$ cat config.mk
export PLATFORM = sky130hd
export DESIGN_NAME = ripple_count_monitor
export DESIGN_NICKNAME = d
export VERILOG_FILES = /design/src/rtl/ripple_mon_pkg.sv /design/src/rtl/rcm_sync.sv /design/src/rtl/ripple_count_monitor.sv
export SDC_FILE = /design/constraint.sdc
export NUM_CORES = 1
export LEC_CHECK = 0
export ABC_AREA = 1
export BUFFER_PORTS_ARGS = -buffer_cell sky130_fd_sc_hd__buf_2
export CAP_MARGIN = 10
export CELL_PAD_IN_SITES_DETAIL_PLACEMENT = 0
export CELL_PAD_IN_SITES_GLOBAL_PLACEMENT = 1
export CORE_UTILIZATION = 39
export DETAILED_ROUTE_END_ITERATION = 12
export GPL_TIMING_DRIVEN = 0
export PLACE_DENSITY = 0.87
export SETUP_SLACK_MARGIN = 0.4
export SYNTH_ARGS = -nofsm -noshare
export SYNTH_HDL_FRONTEND = slang
export SYNTH_SLANG_ARGS = --single-unit
$ cat constraint.sdc
create_clock -name clk -period 1.8 [get_ports clk]
set_input_delay 0.09 -clock clk [delete_from_list [all_inputs] [get_ports clk]]
set_output_delay 0.09 -clock clk [all_outputs]
set_load 0.01 [all_outputs]
$ cat src/rtl/ripple_mon_pkg.sv
// ============================================================================
// Module  : ripple_mon_pkg
// Brief   : Shared defaults and types for the ripple counter monitor.
// Revision: 1.0 - initial release
// ============================================================================
`default_nettype none

package ripple_mon_pkg;

    localparam int RCM_WIDTH   = 4;
    localparam int RCM_EPOCH_W = 8;

    typedef enum logic [0:0] {
        INIT = 1'b0,
        RUN  = 1'b1
    } rcm_state_t;

    typedef struct packed {
        logic [RCM_WIDTH-1:0]   value;
        logic [RCM_EPOCH_W-1:0] epoch;
    } rcm_rec_t;

endpackage

`default_nettype wire

$ cat src/rtl/rcm_sync.sv
// ============================================================================
// Module  : rcm_sync
// Brief   : WIDTH-bit two-flop synchronizer, synchronous active-low reset.
// Revision: 1.0 - initial release
// ============================================================================
`default_nettype none

module rcm_sync #(
    parameter int WIDTH = 4
) (
    input  logic             clk,
    input  logic             reset,
    input  logic [WIDTH-1:0] d,
    output logic [WIDTH-1:0] q
);

    logic [WIDTH-1:0] r_s1;

    always_ff @(posedge clk) begin
        if (!reset) begin
            r_s1 <= '0;
            q    <= '0;
        end else begin
            r_s1 <= d;
            q    <= r_s1;
        end
    end

endmodule

`default_nettype wire

$ cat src/rtl/ripple_count_monitor.sv
// ============================================================================
// Module  : ripple_count_monitor
// Brief   : Tracks a ripple counter in the clk domain; emits value/epoch
//           records, a compare-match pulse and a sticky overrun flag.
//           Optional macro RCM_GLITCH_FILTER_EN adds a stability filter.
// Revision: 1.0 - initial release
// ============================================================================
`default_nettype none

module ripple_count_monitor
    import ripple_mon_pkg::*;
#(
    parameter int WIDTH   = RCM_WIDTH,
    parameter int EPOCH_W = RCM_EPOCH_W
) (
    input  logic               clk,
    input  logic               reset,
    input  logic [WIDTH-1:0]   cnt_in,
    input  logic [WIDTH-1:0]   cmp_val,
    input  logic               ovr_clr,
    output logic               out_valid,
    input  logic               out_ready,
    output logic [WIDTH-1:0]   out_value,
    output logic [EPOCH_W-1:0] out_epoch,
    output logic               match,
    output logic               overrun
);

    logic [WIDTH-1:0]   w_s2;
    logic               w_accept;
    logic               w_change;
    logic               w_wrap;
    logic               w_fire;
    logic [EPOCH_W-1:0] w_epoch_next;

    rcm_state_t         r_state;
    logic [WIDTH-1:0]   r_cur;
    logic [EPOCH_W-1:0] r_epoch;

    rcm_sync #(
        .WIDTH (WIDTH)
    ) u_sync (
        .clk   (clk),
        .reset (reset),
        .d     (cnt_in),
        .q     (w_s2)
    );

`ifdef RCM_GLITCH_FILTER_EN
    // A code must survive two consecutive samples before it is trusted.
    logic [WIDTH-1:0] r_s3;

    always_ff @(posedge clk) begin
        if (!reset) begin
            r_s3 <= '0;
        end else begin
            r_s3 <= w_s2;
        end
    end

    assign w_accept = (w_s2 == r_s3);
`else
    assign w_accept = 1'b1;
`endif

    assign w_change     = (r_state == RUN) && w_accept && (w_s2 != r_cur);
    assign w_wrap       = (w_s2 < r_cur);
    assign w_epoch_next = (w_wrap && (r_epoch != {EPOCH_W{1'b1}})) ?
                          r_epoch + EPOCH_W'(1) : r_epoch;
    assign w_fire       = out_valid && out_ready;

    always_ff @(posedge clk) begin
        if (!reset) begin
            r_state   <= INIT;
            r_cur     <= '0;
            r_epoch   <= '0;
            out_valid <= 1'b0;
            out_value <= '0;
            out_epoch <= '0;
            match     <= 1'b0;
            overrun   <= 1'b0;
        end else begin
            match <= 1'b0;
            case (r_state)
                INIT: begin
                    if (w_accept) begin
                        r_cur   <= w_s2;
                        r_state <= RUN;
                    end
                end
                RUN: begin
                    if (w_change) begin
                        r_cur   <= w_s2;
                        r_epoch <= w_epoch_next;
                        match   <= (w_s2 == cmp_val);
                    end
                end
                default: r_state <= INIT;
            endcase

            // Single-entry buffer: a draining entry may be replaced on the same edge.
            if (w_change && (!out_valid || w_fire)) begin
                out_valid <= 1'b1;
                out_value <= w_s2;
                out_epoch <= w_epoch_next;
            end else if (w_fire) begin
                out_valid <= 1'b0;
            end

            if (w_change && out_valid && !w_fire) begin
                overrun <= 1'b1;
            end else if (ovr_clr) begin
                overrun <= 1'b0;
            end
        end
    end

endmodule

`default_nettype wire

==> key figures, run 1 <==
Run status
  • Status: completed

Route
  • DR pass1 iterations: 5
  • Initial DRC Count: 94
  • Post-route antenna net violation count: 0
  • Residual DRC count: 0
  • Vias/cell: 4.80
  • Post-DR wirelength/cell: 12.1 um
  • Drt total wl: 4200 um
  • Via count: 1,662

Critical path
  • Setup crit start: r_cur[3]
  • Slowest cell delay on critical path: 330 ps
  • Reg-to-Reg End: r_epoch[4]
  • CP max-delay cell: dfxtp_2
  • CP Cell Sequence: inv_2, ha_4, a21oi_4, nand2_2, nor2_4, nand2_1, nand3_1, nand2_1, inv_1
  • Worst path required time: 2040 ps
  • Delay-heaviest family, CP: simple AND/OR/NAND/NOR gates
  • R2R Path Start: r_cur[3]
  • Critical path class: reg2reg
  • CP Capture Type: flip-flop
  • Crit-path max FO: 6
  • R2R cell count: 9
  • Worst setup SP type: flip-flop
  • CP bufs+invs: 2
  • R2R setup slack: 290 ps
  • WP data arrival: 1750 ps
  • Most frequent cell on the critical path: nand2_1

Synth
  • Post-synth top flop: dfxtp_1
  • Synth area leader: dfxtp_1
  • Post-Syn Nets: 257
  • Async set-or-reset flop fraction in the synthesized netlist: 0
  • Netlist cell types: 25
  • Top cells by area, synth: dfxtp_1 42%, nand2_1 11%, inv_1 11%
  • Register area share after synthesis: 0.422
  • Avg Cell Area, Syn: 7.12 um^2
  • EDFF count, synth: 0
  • Largest family of logic cells by synthesized area: simple AND/OR/NAND/NOR gates
  • Post-synthesis cell count: 240
  • Yosys top cell area share: 0.422
  • Synth Area in Simple Gates: 0.280
  • Count leader, synth: nand2_1
  • Mapped Area: 1710 um^2
  • Compound-Gate Fraction of Synth Area: 0.0981
  • Ys Warns: 0
  • Mux share of post-synthesis cell area: 0
  • Post-Synth Adder-Cell Area: 0.0366
  • Post-Synth XOR/XNOR Area: 0.0359
  • #FFs+latches synth: 36
  • Top cells by count, synth: 50 x nand2_1, 48 x inv_1, 36 x dfxtp_1

Power and ir drop
  • NetSw: 0.827 mW
  • Int Power: 1.51 mW
  • Leak: 1.20 nW
  • Clock Power Share: 0.254
  • Flop pwr share: 0.415
  • IR drop worst, VDD: 0.549 mV
  • Logic pwr share: 0.331
  • P per Cell Area: 971 nW/um^2
  • Sw Share: 0.354

Global route
  • First-pass GRT wire length: 6640 um
  • Total gr overflow: 0
  • Largest net degree at the start of global routing: 14
  • Gr usage total: 0.198
  • Initial antenna violation count: 0
  • Vias in the first global route: 1,455

CTS
  • CTS tree: yes
  • CTS sink cnt: 36
  • Clock slew at the register clock pins of the worst setup and hold paths: 80 ps
  • TritonCTS Buffers: 5
  • H-tree depth: 2
  • Skew-Pair Late Insertion Delay: 290 ps
  • Max Root-Sink Buffers: 2
  • CTS Root Cell: clkbuf_8

Finish
  • Layout cells sized above 1: 0.351
  • Nets: 312
  • Area Growth Syn to Fin: 40.6%
  • Antenna fix cells: 0

STA
  • F_max: 0.663 GHz
  • Fin Setup TNS: 0 ps
  • Final setup fails: 0
  • Max Clock Skew: 10.2 ps
  • Final hold vios: 0
  • Relative slew slack: 0.659
  • Final WS setup: 291 ps
  • RSZ-0062 raised after global routing: yes
  • Final Cycle Share: 0.838
  • Max-slew violations: 0
  • Minimum clock period: 1510 ps
  • Slew @ Worst Pin: 511 ps

Min path
  • Worst hold path startpoint: ovr_clr
  • Hold path cells: 4
  • Hold endpoint: overrun
  • Worst hold-check path type: in2reg

Die
  • Die Width: 68.2 um
  • Rows: 23
  • Die H: 68.2 um
  • IO Count: 27
  • Initial Util: 0.415
  • Core area: 4120 um^2
  • Total die area: 4650 um^2

Run
  • MaxCap Viol Count: 0

Placed design
  • Final HPWL DP: 2510 um
  • Placer Congestion: 0.784
  • Setup WS pre-CTS: 157 ps
  • PortBufs: 26
[flip-flops by register name, summed over array words and instances, names as in the netlist]
signal	cells
out_epoch	8
r_epoch	8
out_value	4
r_cur	4
u_sync.q	4
u_sync.r_s1	4
match	1
out_valid	1
overrun	1
r_state	1
[power by group through the flow]
stage | Combinational [mW] | Clock, mW | Sequential [mW]
5_1_grt | 0.853 | 0.648 | 0.982
2_1_floorplan | 0.394 | 0 | 0.987
3_5_place_dp | 0.562 | 0 | 0.976
3_3_place_gp | 0.553 | 0 | 0.975
6_report | 0.773 | 0.592 | 0.969
4_1_cts | 0.677 | 0.613 | 0.966
[cells in the final DEF, fill, tap and decap left out, types with 3 or more instances in the layout]
master and instances:
a21oi_1 19, buf_2 26, buf_4 13, buf_6 4, clkbuf_8 5, dfxtp_1 28, dfxtp_2 6, dlygate4sd3_1 5
ha_4 4, inv_1 44, inv_2 5, nand2_1 47, nand2_2 4, nand2_4 6, nand3_1 11, nand3_2 8
nand4_1 4, nor2_1 18, nor2_4 4, o21ai_1 3, o21ai_2 6, xnor2_1 3, xor2_1 4
[area by class of cell]
cell class	count	area, um^2
multi-input cells	149	946
fillers	392	1710
clock inverters	3	23.8
plain buffers	5	41.3
well taps	50	62.6
inverters	51	196
flip-flops and latches	36	736
repair buffers	47	329
clock buffers	5	68.8
[layer usage]
| metal | up-vias | track usage | part of all wire |
|---|---|---|---|
| li1 | 847 | - | - |
| met1 | 763 | 0.263 | 0.45 |
| met2 | 46 | 0.311 | 0.47 |
| met3 | 6 | 0.0400 | 0.063 |
| met4 | 0 | 0.0781 | 0.018 |
| met5 | - | 0 | 0 |
[worst max-delay path by stage]
stage                   end  slack (ps)  cells past startpoint
4_1_cts        out_epoch[2]         320                     11
3_3_place_gp   out_epoch[2]         140                     11
2_1_floorplan    r_epoch[6]         400                     10
3_5_place_dp   out_epoch[2]         160                     11
6_report         r_epoch[4]         290                      9
5_1_grt          r_epoch[3]         220                      9
[logic make-up after synthesis]
| logic type | after synthesis |
|---|---|
| fa+ha+maj | 5 |
| flops | 36 |
| simple gates | 104 |
| buf+inv | 56 |
| compound gates | 32 |
| xor+xnor | 7 |
[metrics by stage]
| stage | cell area [um^2] | std cells | utilization | hold WS (ps) | total power, mW |
|---|---|---|---|---|---|
| after floorplan | 1750 | 240 | - | 118 | 1.38 |
| after global placement | 1940 | 316 | 0.472 | 212 | 1.53 |
| after detailed placement | 1940 | 316 | 0.472 | 212 | 1.54 |
| after CTS | 2280 | 338 | 0.553 | 42.6 | 2.26 |
| after global routing | 2400 | 346 | 0.584 | 62.6 | 2.48 |
| final | 2400 | 346 | 0.584 | 45.5 | 2.33 |
[worst min-delay path: stages]
cell     delay, ps
buf_2           70
inv_1           30
nand2_1         40
a21oi_1         50
[repair_timing]
item                       CTS  global route
hold endpoints to repair     5             0
hold buffers                 5             0
gates cloned                 2             1
setup endpoints to repair   25            26
buffers inserted             7             7
pin swaps                   17             7
gates resized for setup     37            17
(Power assumes the default switching activity.)
==> inputs of run 2 (changes only) <==
==> constraint.sdc (replaced) <==
create_clock -name clk -period 1.6 [get_ports clk]
set_input_delay 0.08 -clock clk [delete_from_list [all_inputs] [get_ports clk]]
set_output_delay 0.08 -clock clk [all_outputs]
set_load 0.01 [all_outputs]
==> key figures, run 2 (same netlist as run 1, synthesis figures left out) <==
STA
  • F_max: 0.641 GHz
  • Final Cycle Share: 0.975
  • Final hold vios: 0
  • Minimum clock period: 1560 ps
  • Max-slew violations: 0
  • Final setup fails: 0
  • Slew @ Worst Pin: 562 ps
  • Final WS setup: 40.3 ps
  • Max Clock Skew: 1.37 ps
  • RSZ-0062 raised after global routing: yes
  • Relative slew slack: 0.625

Placed design
  • Post-Place Cells: 316
  • Placer Congestion: 0.803
  • Setup WS pre-CTS: -4.31 ps
  • Final HPWL DP: 2640 um
  • PortBufs: 26

Route
  • Post-DR wirelength/cell: 12.6 um
  • Post-route antenna net violation count: 0
  • Drt total wl: 4360 um
  • DR pass1 iterations: 4
  • Initial DRC Count: 67
  • Residual DRC count: 0
  • Via count: 1,600
  • Metal2 WL: 2030 um
  • M1 wire length: 2090 um
  • Vias/cell: 4.64
  • Top sig layer: met4
  • WL met3: 175 um

CTS
  • H-tree depth: 2
  • CTS sink cnt: 36
  • Max Root-Sink Buffers: 2
  • CTS tree: yes
  • Skew-Pair Late Insertion Delay: 290 ps
  • CTS Root Cell: clkbuf_8
  • Clock slew at the register clock pins of the worst setup and hold paths: 80 ps
  • TritonCTS Buffers: 5

Critical path
  • Crit-path max FO: 5
  • WP data arrival: 1790 ps
  • Worst path required time: 1830 ps
  • Critical path class: reg2reg
  • CP Capture Type: flip-flop
  • R2R setup slack: 40 ps
  • Worst setup SP type: flip-flop

Die
  • Core area: 4120 um^2
  • IO Count: 27
  • Total die area: 4650 um^2
  • Initial Util: 0.415
  • Die Width: 68.2 um
  • Rows: 23
  • Die H: 68.2 um

Power and ir drop
  • Int Power: 1.75 mW
  • NetSw: 1.01 mW
  • Sw Share: 0.366
  • Flop pwr share: 0.397
  • Logic pwr share: 0.360
  • P per Cell Area: 1080 nW/um^2
  • IR drop worst, VDD: 0.668 mV
  • Leak: 1.25 nW
  • Clock Power Share: 0.244

Global route
  • Initial antenna violation count: 0
  • Largest net degree at the start of global routing: 14
  • Total gr overflow: 0
  • Vias in the first global route: 1,432
  • First-pass GRT wire length: 6510 um
  • Gr usage total: 0.194

Finish
  • Count of non-filler cells in the finished layout: 345
  • Layout cells sized above 1: 0.410
  • Commonest non-fill, non-tap cell in the layout: inv_1
  • Largest regs: out_epoch (8), r_epoch (8)
  • Most frequent cells in the layout: 44 x inv_1, 41 x nand2_1, 28 x dfxtp_1, 26 x buf_2, 18 x nor2_1
  • Antenna fix cells: 0
  • Area Growth Syn to Fin: 49.3%
  • Nets: 311
  • FILL cells: 363

Run status
  • Status: completed

Run
  • MaxCap Viol Count: 0

Min path
  • Worst hold-check path type: in2reg
run 2: cell types whose count changed in the layout (fill, tap and decap cells not counted), moves of 4 or more:
cell | before | now
a21oi_1 | 19 | 15
a21oi_2 | 1 | 5
buf_4 | 13 | 9
nand2_1 | 47 | 41
nand3_1 | 11 | 4
nand3_2 | 8 | 15
run 2: area by class of cell:
class | count | area [um^2] | share of cell area
buffer | 5 | 55.1 | 0.0216
clock buffer | 5 | 68.8 | 0.0270
clock inverter | 3 | 23.8 | 0.00932
inverter | 51 | 201 | 0.0790
multi-input combinational | 148 | 1060 | 0.414
sequential | 36 | 738 | 0.289
tap | 50 | 62.6 | 0.0245
timing repair buffer | 47 | 344 | 0.135
run 2: metal layers:
| layer | vias up | track usage |
|---|---|---|
| met4 | 0 | 0.0547 |
| met1 | 714 | 0.257 |
| met3 | 7 | 0.0600 |
| met2 | 36 | 0.301 |
| li1 | 843 | - |
| met5 | - | 0 |
run 2: through the flow:
step | instance area [um^2] | TNS, ps | hold slack [ps] | power (mW) | utilization
after detailed placement | 2080 | -7.23 | 202 | 1.82 | 0.506
final | 2550 | 0 | 36.6 | 2.76 | 0.620
after global routing | 2550 | -130 | 41.3 | 2.93 | 0.620
after CTS | 2320 | 0 | -102 | 2.57 | 0.565
after global placement | 2080 | -19.0 | 200 | 1.80 | 0.506
after floorplan | 1890 | 0 | 108 | 1.63 | -
run 2: path summary, 6_finish.rpt:
path	start	end	depth (start not counted)
worst min register to register	u_sync.r_s1[1]	u_sync.q[1]	2
worst max register to register	u_sync.q[3]	r_epoch[6]	8
worst min-delay path	ovr_clr	overrun	4
worst max-delay path	u_sync.q[3]	r_epoch[6]	8
run 2: repair_timing:
| item | 4_1_cts | 5_1_grt |
|---|---|---|
| buffers inserted | 8 | 7 |
| endpoints found under the setup margin | 27 | 27 |
| pin swaps | 4 | 18 |
| hold endpoints to repair | 5 | 1 |
| resized for setup | 18 | 38 |
| hold buffers | 4 | 1 |
| gates cloned | 0 | 1 |
run 2: critical path, cell delays in order (launching register included):
cell and delay [ps]:
dfxtp_4 360, ha_4 270, a21oi_4 290, buf_4 180, buf_6 90, nand3_2 50
nand2_1 70, nand2_1 60, a21oi_1 130
run 2: power by group through the flow:
| stage | sequential (mW) | clock, mW | combinational, mW |
|---|---|---|---|
| 2_1_floorplan | 1.11 | 0 | 0.520 |
| 3_3_place_gp | 1.10 | 0 | 0.705 |
| 3_5_place_dp | 1.10 | 0 | 0.716 |
| 4_1_cts | 1.08 | 0.686 | 0.803 |
| 5_1_grt | 1.11 | 0.730 | 1.09 |
| 6_report | 1.09 | 0.672 | 0.993 |
